===== config.mk =====
export PLATFORM = sky130hd
export DESIGN_NAME = imem_load_ctrl
export DESIGN_NICKNAME = d
export VERILOG_FILES = /design/src/rtl/imem_load_ctrl.sv
export SDC_FILE = /design/constraint.sdc
export NUM_CORES = 1
export LEC_CHECK = 0
export CAP_MARGIN = 20
export CORE_MARGIN = 2
export CORE_UTILIZATION = 57
export CTS_BUF_LIST = sky130_fd_sc_hd__clkbuf_16
export CTS_CLUSTER_DIAMETER = 80
export DETAILED_ROUTE_END_ITERATION = 7
export PLACE_DENSITY = 0.84
export REMOVE_ABC_BUFFERS = 1
export SLEW_MARGIN = 25
export SYNTH_ARGS = -nofsm -noshare
export SYNTH_HDL_FRONTEND = slang
export SYNTH_SLANG_ARGS = --single-unit

===== constraint.sdc =====
create_clock -name clock -period 2.7 [get_ports clock]
set_input_delay 0.675 -clock clock [delete_from_list [all_inputs] [get_ports clock]]
set_output_delay 0.675 -clock clock [all_outputs]
set_load 0.02 [all_outputs]

===== src/rtl/imem_load_ctrl.sv =====
// Boot loader: packs a byte stream (N, then 4*N little-endian payload bytes) into imem words,
// then releases the core. Optional trailing XOR checksum byte when IMEM_LOAD_CHECKSUM_EN is defined.
module imem_load_ctrl #(
   parameter int DEPTH_BYTES = 64,
   parameter int ADDR_W      = 6
) (
   input  logic              clock,
   input  logic              reset,
   input  logic [7:0]        rx_data,
   input  logic              rx_valid,
   output logic              rx_ready,
   input  logic              load_req,
   output logic              mem_we,
   output logic [ADDR_W-1:0] mem_addr,
   output logic [31:0]       mem_wdata,
   output logic              core_run,
   output logic              load_done,
   output logic              err
);

   localparam int WORDS = DEPTH_BYTES / 4;
   localparam int WCNT_W = $clog2(WORDS + 1);
   localparam logic [7:0] MAX_N = 8'(WORDS);
   localparam logic [WCNT_W-1:0] WCNT_ONE = WCNT_W'(1);

`ifdef IMEM_LOAD_CHECKSUM_EN
   typedef enum logic [2:0] {IDLE, LOAD, WRITE, CHK, RUN} state_e;
`else
   typedef enum logic [2:0] {IDLE, LOAD, WRITE, RUN} state_e;
`endif

   state_e             state_q, state_d;
   logic [WCNT_W-1:0]  n_q, n_d;
   logic [WCNT_W-1:0]  word_cnt_q, word_cnt_d;
   logic [1:0]         byte_cnt_q, byte_cnt_d;
   logic [3:0][7:0]    buf_q, buf_d;
   logic               rx_ready_q, rx_ready_d;
   logic               mem_we_q, mem_we_d;
   logic [ADDR_W-1:0]  mem_addr_q, mem_addr_d;
   logic [31:0]        mem_wdata_q, mem_wdata_d;
   logic               core_run_q, core_run_d;
   logic               load_done_q, load_done_d;
   logic               err_q, err_d;
`ifdef IMEM_LOAD_CHECKSUM_EN
   logic [7:0]         csum_q, csum_d;
`endif

   logic accept, hdr_ok, last_word;

   assign accept    = rx_valid && rx_ready_q;
   assign hdr_ok    = (rx_data != 8'd0) && (rx_data <= MAX_N);
   assign last_word = ((word_cnt_q + WCNT_ONE) == n_q);

   always_ff @(posedge clock) begin
      if (!reset) begin
         state_q     <= IDLE;
         n_q         <= '0;
         word_cnt_q  <= '0;
         byte_cnt_q  <= '0;
         buf_q       <= '0;
         rx_ready_q  <= 1'b0;
         mem_we_q    <= 1'b0;
         mem_addr_q  <= '0;
         mem_wdata_q <= '0;
         core_run_q  <= 1'b0;
         load_done_q <= 1'b0;
         err_q       <= 1'b0;
`ifdef IMEM_LOAD_CHECKSUM_EN
         csum_q      <= '0;
`endif
      end else begin
         state_q     <= state_d;
         n_q         <= n_d;
         word_cnt_q  <= word_cnt_d;
         byte_cnt_q  <= byte_cnt_d;
         buf_q       <= buf_d;
         rx_ready_q  <= rx_ready_d;
         mem_we_q    <= mem_we_d;
         mem_addr_q  <= mem_addr_d;
         mem_wdata_q <= mem_wdata_d;
         core_run_q  <= core_run_d;
         load_done_q <= load_done_d;
         err_q       <= err_d;
`ifdef IMEM_LOAD_CHECKSUM_EN
         csum_q      <= csum_d;
`endif
      end
   end

   always_comb begin
      state_d = state_q;
      case (state_q)
         IDLE:    if (accept && hdr_ok) state_d = LOAD;
         LOAD:    if (accept && (byte_cnt_q == 2'd3)) state_d = WRITE;
`ifdef IMEM_LOAD_CHECKSUM_EN
         WRITE:   state_d = last_word ? CHK : LOAD;
         CHK:     if (accept) state_d = (rx_data == csum_q) ? RUN : IDLE;
`else
         WRITE:   state_d = last_word ? RUN : LOAD;
`endif
         RUN:     if (load_req) state_d = IDLE;
         default: state_d = IDLE;
      endcase
   end

   // Outputs are registered, so they are derived from the state being entered.
   always_comb begin
      rx_ready_d  = (state_d != WRITE) && (state_d != RUN);
      mem_we_d    = (state_d == WRITE);
      core_run_d  = (state_d == RUN);
      load_done_d = (state_d == RUN) && (state_q != RUN);
      n_d         = n_q;
      word_cnt_d  = word_cnt_q;
      byte_cnt_d  = byte_cnt_q;
      buf_d       = buf_q;
      mem_addr_d  = mem_addr_q;
      mem_wdata_d = mem_wdata_q;
      err_d       = err_q;
`ifdef IMEM_LOAD_CHECKSUM_EN
      csum_d      = csum_q;
`endif
      case (state_q)
         IDLE: begin
            if (accept) begin
               if (hdr_ok) begin
                  n_d   = WCNT_W'(rx_data);
                  err_d = 1'b0;
`ifdef IMEM_LOAD_CHECKSUM_EN
                  csum_d = '0;
`endif
               end else begin
                  err_d = 1'b1;
               end
            end
         end
         LOAD: begin
            if (accept) begin
               buf_d[byte_cnt_q] = rx_data;
               byte_cnt_d        = byte_cnt_q + 2'd1;
`ifdef IMEM_LOAD_CHECKSUM_EN
               csum_d            = csum_q ^ rx_data;
`endif
               if (byte_cnt_q == 2'd3) begin
                  mem_addr_d  = ADDR_W'({word_cnt_q, 2'b00});
                  mem_wdata_d = buf_d;
               end
            end
         end
         WRITE: word_cnt_d = word_cnt_q + WCNT_ONE;
`ifdef IMEM_LOAD_CHECKSUM_EN
         CHK: if (accept && (rx_data != csum_q)) err_d = 1'b1;
`endif
         default: ;
      endcase
      // Any return to IDLE starts the next image from word 0, byte lane 0.
      if (state_d == IDLE) begin
         word_cnt_d = '0;
         byte_cnt_d = '0;
      end
   end

   assign rx_ready  = rx_ready_q;
   assign mem_we    = mem_we_q;
   assign mem_addr  = mem_addr_q;
   assign mem_wdata = mem_wdata_q;
   assign core_run  = core_run_q;
   assign load_done = load_done_q;
   assign err       = err_q;

endmodule


== Yosys cells after proc, flatten, opt, wreduce, memory -nomap -nowiden ==
Index checks and enable logic that the tools add are counted.

* Register bits after elaboration: 88
* Input bits: 12
* Output and inout port bits: 43

* Add/subtract/negate cells: 2
* Order comparisons: 3
* Eq/ne operators: 10
* Multiplexer cells: 9
* Bitwise gates (word level): 1
* Reduce and logical (&&, ||, !) cells: 15

{| class="wikitable"
|+ Operators with widths
! kind !! number
|-
| 32-bit bitwise mux || 1
|-
| 8-bit demux with 2-bit select || 1
|-
| 3-bit by 2-bit == test with 1-bit output (second input constant) || 4
|-
| 3-bit one-hot mux with 4 select lines || 1
|-
| 3-bit two-way mux || 3
|-
| 3-bit by 2-bit != test with 1-bit output (second input constant) || 3
|-
| 8-bit by 5-bit <= comparator with 1-bit output (second input constant) || 1
|-
| 8-bit two-way mux || 1
|-
| 8-bit nonzero test || 1
|-
| 1-bit logical AND || 7
|-
| 3-bit logical NOT || 2
|-
| 3-bit AND reduction || 2
|-
| 5-bit by 1-bit adder with 5-bit output (second input constant) || 1
|-
| 5-bit == test || 1
|-
| 2-bit AND reduction || 2
|-
| 3-bit by 1-bit == test with 1-bit output (second input constant) || 1
|-
| 2-bit by 3-bit less-than comparator with 1-bit output (second input constant) || 1
|-
| 2-bit by 1-bit adder with 2-bit output (second input constant) || 1
|-
| 2-bit == test (second input constant) || 1
|-
| 2-bit by 1-bit >= comparator with 1-bit output (second input constant) || 1
|-
| 2-bit two-way mux || 1
|-
| 2-bit OR reduction || 1
|-
| 1-bit two-way mux || 1
|-
| 1-bit inverter || 1
|}

== Depth between registers and ports, before layout ==
* Depth after elaboration: 7
* Depth in mapped cells: 6
* Depth with buffers taken out: 5

== Least setup slack after synthesis ==
No wires, ideal clock.

* Kind: input -> register
* Start: input rx_data[0]
* End: register byte_cnt_q[0]
* Library setup time: 132 ps
* Arrival time: 1798 ps
* Path slack: 771 ps
* Stages on the path: 5
* Buffers on the path: 1
* Cells stage by stage: buf_4 > nor4_4 > xnor2_2 > a211oi_4 > nor3_1

* Longest elaborated chain between the ends: 7

{| class="wikitable"
|+ RTL lines
! item !! RTL line !! RTL
|-
| start: declaration || 9 || <nowiki>input logic [7:0] rx_data,</nowiki>
|-
| 8-bit by 5-bit <= comparator with 1-bit output / 8-bit nonzero test (equally long branches) || 51 || <nowiki>assign hdr_ok = (rx_data != 8'd0) && (rx_data <= MAX_N);</nowiki>
|-
| 1-bit logical AND * || 51 ||
|-
| 1-bit logical AND * || 93 || <nowiki>IDLE: if (accept && hdr_ok) state_d = LOAD;</nowiki>
|-
| 3-bit two-way mux * || 93 ||
|-
| 3-bit one-hot mux with 4 select lines * || 92 || <nowiki>case (state_q)</nowiki>
|-
| 3-bit logical NOT * || 156 || <nowiki>if (state_d == IDLE) begin</nowiki>
|-
| 2-bit OR reduction (no source line) * || n/a ||
|-
| end signal: assignment || 75 || <nowiki>byte_cnt_q <= byte_cnt_d;</nowiki>
|-
| end: declaration || 35 || <nowiki>logic [1:0] byte_cnt_q, byte_cnt_d;</nowiki>
|}

Mark *: on every way between the ends. The rest lies on a longest branch, timed or not.
A chain may end at the register's enable or synchronous reset.

== Worst setup path after layout ==
* Start: input rx_data[5]
* End: register load_done_q (netlist: load_done)

* Longest elaborated chain between the ends: 7

{| class="wikitable"
|+ RTL lines
! item !! RTL line !! RTL
|-
| 8-bit by 5-bit <= comparator with 1-bit output / 8-bit nonzero test (equally long branches) || 51 ||
|-
| 1-bit logical AND * || 51 ||
|-
| 1-bit logical AND * || 93 ||
|-
| 3-bit two-way mux * || 93 ||
|-
| 3-bit one-hot mux with 4 select lines * || 92 ||
|-
| 3-bit by 2-bit == test with 1-bit output * || 111 || <nowiki>load_done_d = (state_d == RUN) && (state_q != RUN);</nowiki>
|-
| 1-bit logical AND * || 111 ||
|-
| end signal: assignment || 82 || <nowiki>load_done_q <= load_done_d;</nowiki>
|-
| end: declaration || 42 || <nowiki>logic load_done_q, load_done_d;</nowiki>
|}

Marks and branches as above.

==> out/metrics.cfg <==
[timing]
fin_crit_ns=2.38
worst_slew_pin_slew_ns=0.622
final-setup-viol-count=0
clock.fmax_ghz=0.420
drv_slew=0
hold_violations=0
fin_ws_ns=0.317
tns_ns=0
rsz0062_at_grt=false
period_share_pct=88.2
relSlewSlack_pct=58.5
skew_ns=0.00731

[power_and_ir_drop]
total_power_mw=2.67
p_clk_share_pct=51.9
pwr-share-comb_pct=3.6
peakVddDrop_v=0.000593
p_sw_uw=542
p_sw_share_pct=20.3
leakagePower_nw=1.69
power.density_mw_per_mm2=615
internal_power_mw=2.12
pwr-share-seq_pct=44.5

[finish]
area_delta_synth_final_pct=28.0
nets=426
drive_gt1_share_pct=8.70
n_fill_cell=431
num_antenna_cells=0
utilization_pct=74.5
fin_cells=489

[clocking]
cts_hold_buf=0
cts_buffers=9
clk_pin_slew_ns=0.06
clock_path_buffers=2
cts_root_buf=clkbuf_16
clock_sinks=80
cts_setup_buffers=0
h-tree-depth=3
cts_tree=yes
clkLatencyLatePin_ns=0.33
post_cts_resized=0

[worst_hold_path]
hold_start=mem_addr[5]$_SDFFE_PN0P_
hold_class=reg -> reg
min_to=mem_addr[5]$_SDFFE_PN0P_
hold_depth=2

[worst_setup_path]
startpoint=rx_data[5]
slowest_stage=clkdlybuf4s50_1
r2r_slack_ns=0.67
start_kind=input pin
required_ns=2.94
cp_num_buf_inv=1
timing.rr.start=byte_cnt_q[0]$_SDFFE_PP0P_
endpoint_kind=flip-flop
crit_path_max_fanout=9
slowest_delay_ns=0.54
cp.arrival_ns=2.62
r2r_end=buf_q[21]$_SDFFE_PN0P_
cpLargestDelayFamily=simple AND/OR/NAND/NOR gates
worst-r2r-cell-count=6
crit_type=in -> reg
crit_chain=clkdlybuf4s50_1 > nor3_1 > and3_1 > a21oi_1 > a211oi_1

[detailed_routing]
wirelength_um=7580
antenna_left=0
via_per_inst=5.62
detail_route.iter0.violations=178
firstDrtPassIters=4
vias=2749
drc=0
wire_per_inst_um=15.5

[logic_synthesis]
syn_area_mm2=0.00338
synth_top_area_share_pct=47.3
synth_common_cells=80 x dfxtp_1, 53 x nor2_1, 50 x mux2i_1, 28 x a211oi_1, 27 x nand2_1
synth.area.top_cells=dfxtp_1 47%, mux2i_1 15%, a211oi_1 6.2%
synth_ff_type=dfxtp_1
async_reset_ff_share_pct=0
seq_area_frac_synth_pct=47.3
yosys_warnings=0
synth_edf_count=0
synth.most_common_cell=dfxtp_1
synth.distinct_cells=34
synth.avg_cell_area_um2=9.32
netlist_instances=363
synth_seq_cells=80
yosysTopAreaCell=dfxtp_1

[floorplan]
start_util_pct=58.2
die_w_um=81.1
dieArea_mm2=0.00657
row_count=28
chipHeight_um=81.1
pin_count=55
core_mm2=0.00582

[run_status]
status=finished clean

[global_routing]
grt_util_met3_pct=5.11
first_global_vias=2540
grt.overflow.total=0
grt_use_met2_pct=38.7
antenna_found_initial=0
grt_pass1_wl_um=12200
met1_usage_pct=31.5
grt_use_total_pct=24.4
grt.busiest_layer=met2
grt_max_degree=67

[placed_design]
dp_cells=473
dp_slack_ns=0.141
port_buffers=52
dp_hpwl_um=4970
place.gp.congestion=0.800

[flow_run]
maxCapViolCount=0

==> kinds of logic after synthesis <==
group | synth area share, %
adder cells (fa/ha/maj) | 1.85
AND/OR/NAND/NOR | 15.5
other | 0.111
multiplexers | 14.8
buffers and inverters | 5.03
XOR/XNOR | 3.59
AO/OA/AOI/OAI | 11.9
flip-flops | 47.3
==> cell usage in the layout (no fill, tap or decap), types with 6 or more instances in the layout <==
cell	instances
xnor2_1	8
nor3_1	9
nor2_1	52
a211oi_1	28
a21oi_1	20
mux2i_1	50
clkbuf_16	9
buf_4	14
nand2_1	27
nand3_1	13
dfxtp_1	80
o21ai_0	6
clkdlybuf4s50_1	52
==> tightest hold or removal path, cell delays in order (launching register included) <==
cell     delay, ns
dfxtp_1       0.31
nand2_1       0.05
a21oi_1       0.05
==> power by group through the flow <==
stage | sequential [mW] | clock, mW | combinational, mW
finish | 1.19 | 1.38 | 0.0970
global route | 1.19 | 1.44 | 0.104
CTS | 1.19 | 1.39 | 0.0955
detailed placement | 1.21 | 0 | 0.0942
global placement | 1.21 | 0 | 0.0937
floorplan | 1.21 | 0 | 0.0339
==> flip-flops by register name, summed over array words and instances, names as in the netlist <==
| signal | cells |
|---|---|
| buf_q | 24 |
| state_q | 3 |
| word_cnt_q | 5 |
| rx_ready | 1 |
| mem_we | 1 |
| load_done | 1 |
| mem_addr | 4 |
| byte_cnt_q | 2 |
| mem_wdata | 32 |
| core_run | 1 |
| n_q | 5 |
| err | 1 |
==> worst max-delay path by stage <==
stage                           endpoint  cells after the start
3_3_place_gp         core_run$_SDFF_PN0_                      5
4_1_cts             load_done$_SDFF_PN0_                      5
3_5_place_dp        load_done$_SDFF_PN0_                      5
2_1_floorplan  mem_wdata[0]$_SDFFE_PN0P_                      4
6_report            load_done$_SDFF_PN0_                      5
5_1_grt             load_done$_SDFF_PN0_                      5
==> stage by stage <==
stage / instance area [µm²] / hold WS [ns]
3_3_place_gp: 3990 / 0.442
6_report: 4330 / 0.453
2_1_floorplan: 3240 / 0.462
5_1_grt: 4330 / 0.466
4_1_cts: 4330 / 0.454
3_5_place_dp: 3990 / 0.447
==> area by class of cell <==
type                       count  area (µm²)  area share, %
multi-input combinational    246        1630           37.6
sequential                    80        1600           37.0
timing repair buffer          67         646           14.9
clock buffer                   9         225           5.20
clock inverter                 7         120           2.77
tap                           75        93.8           2.17
inverter                       5        18.8          0.433
==> layer usage <==
metal  up-vias  share of wire, %
met5         -                 0
met4         0               2.4
met3        16               4.3
met2        69                48
met1      1314                46
li1       1350                 -
Power figures use the tool's default switching activity.
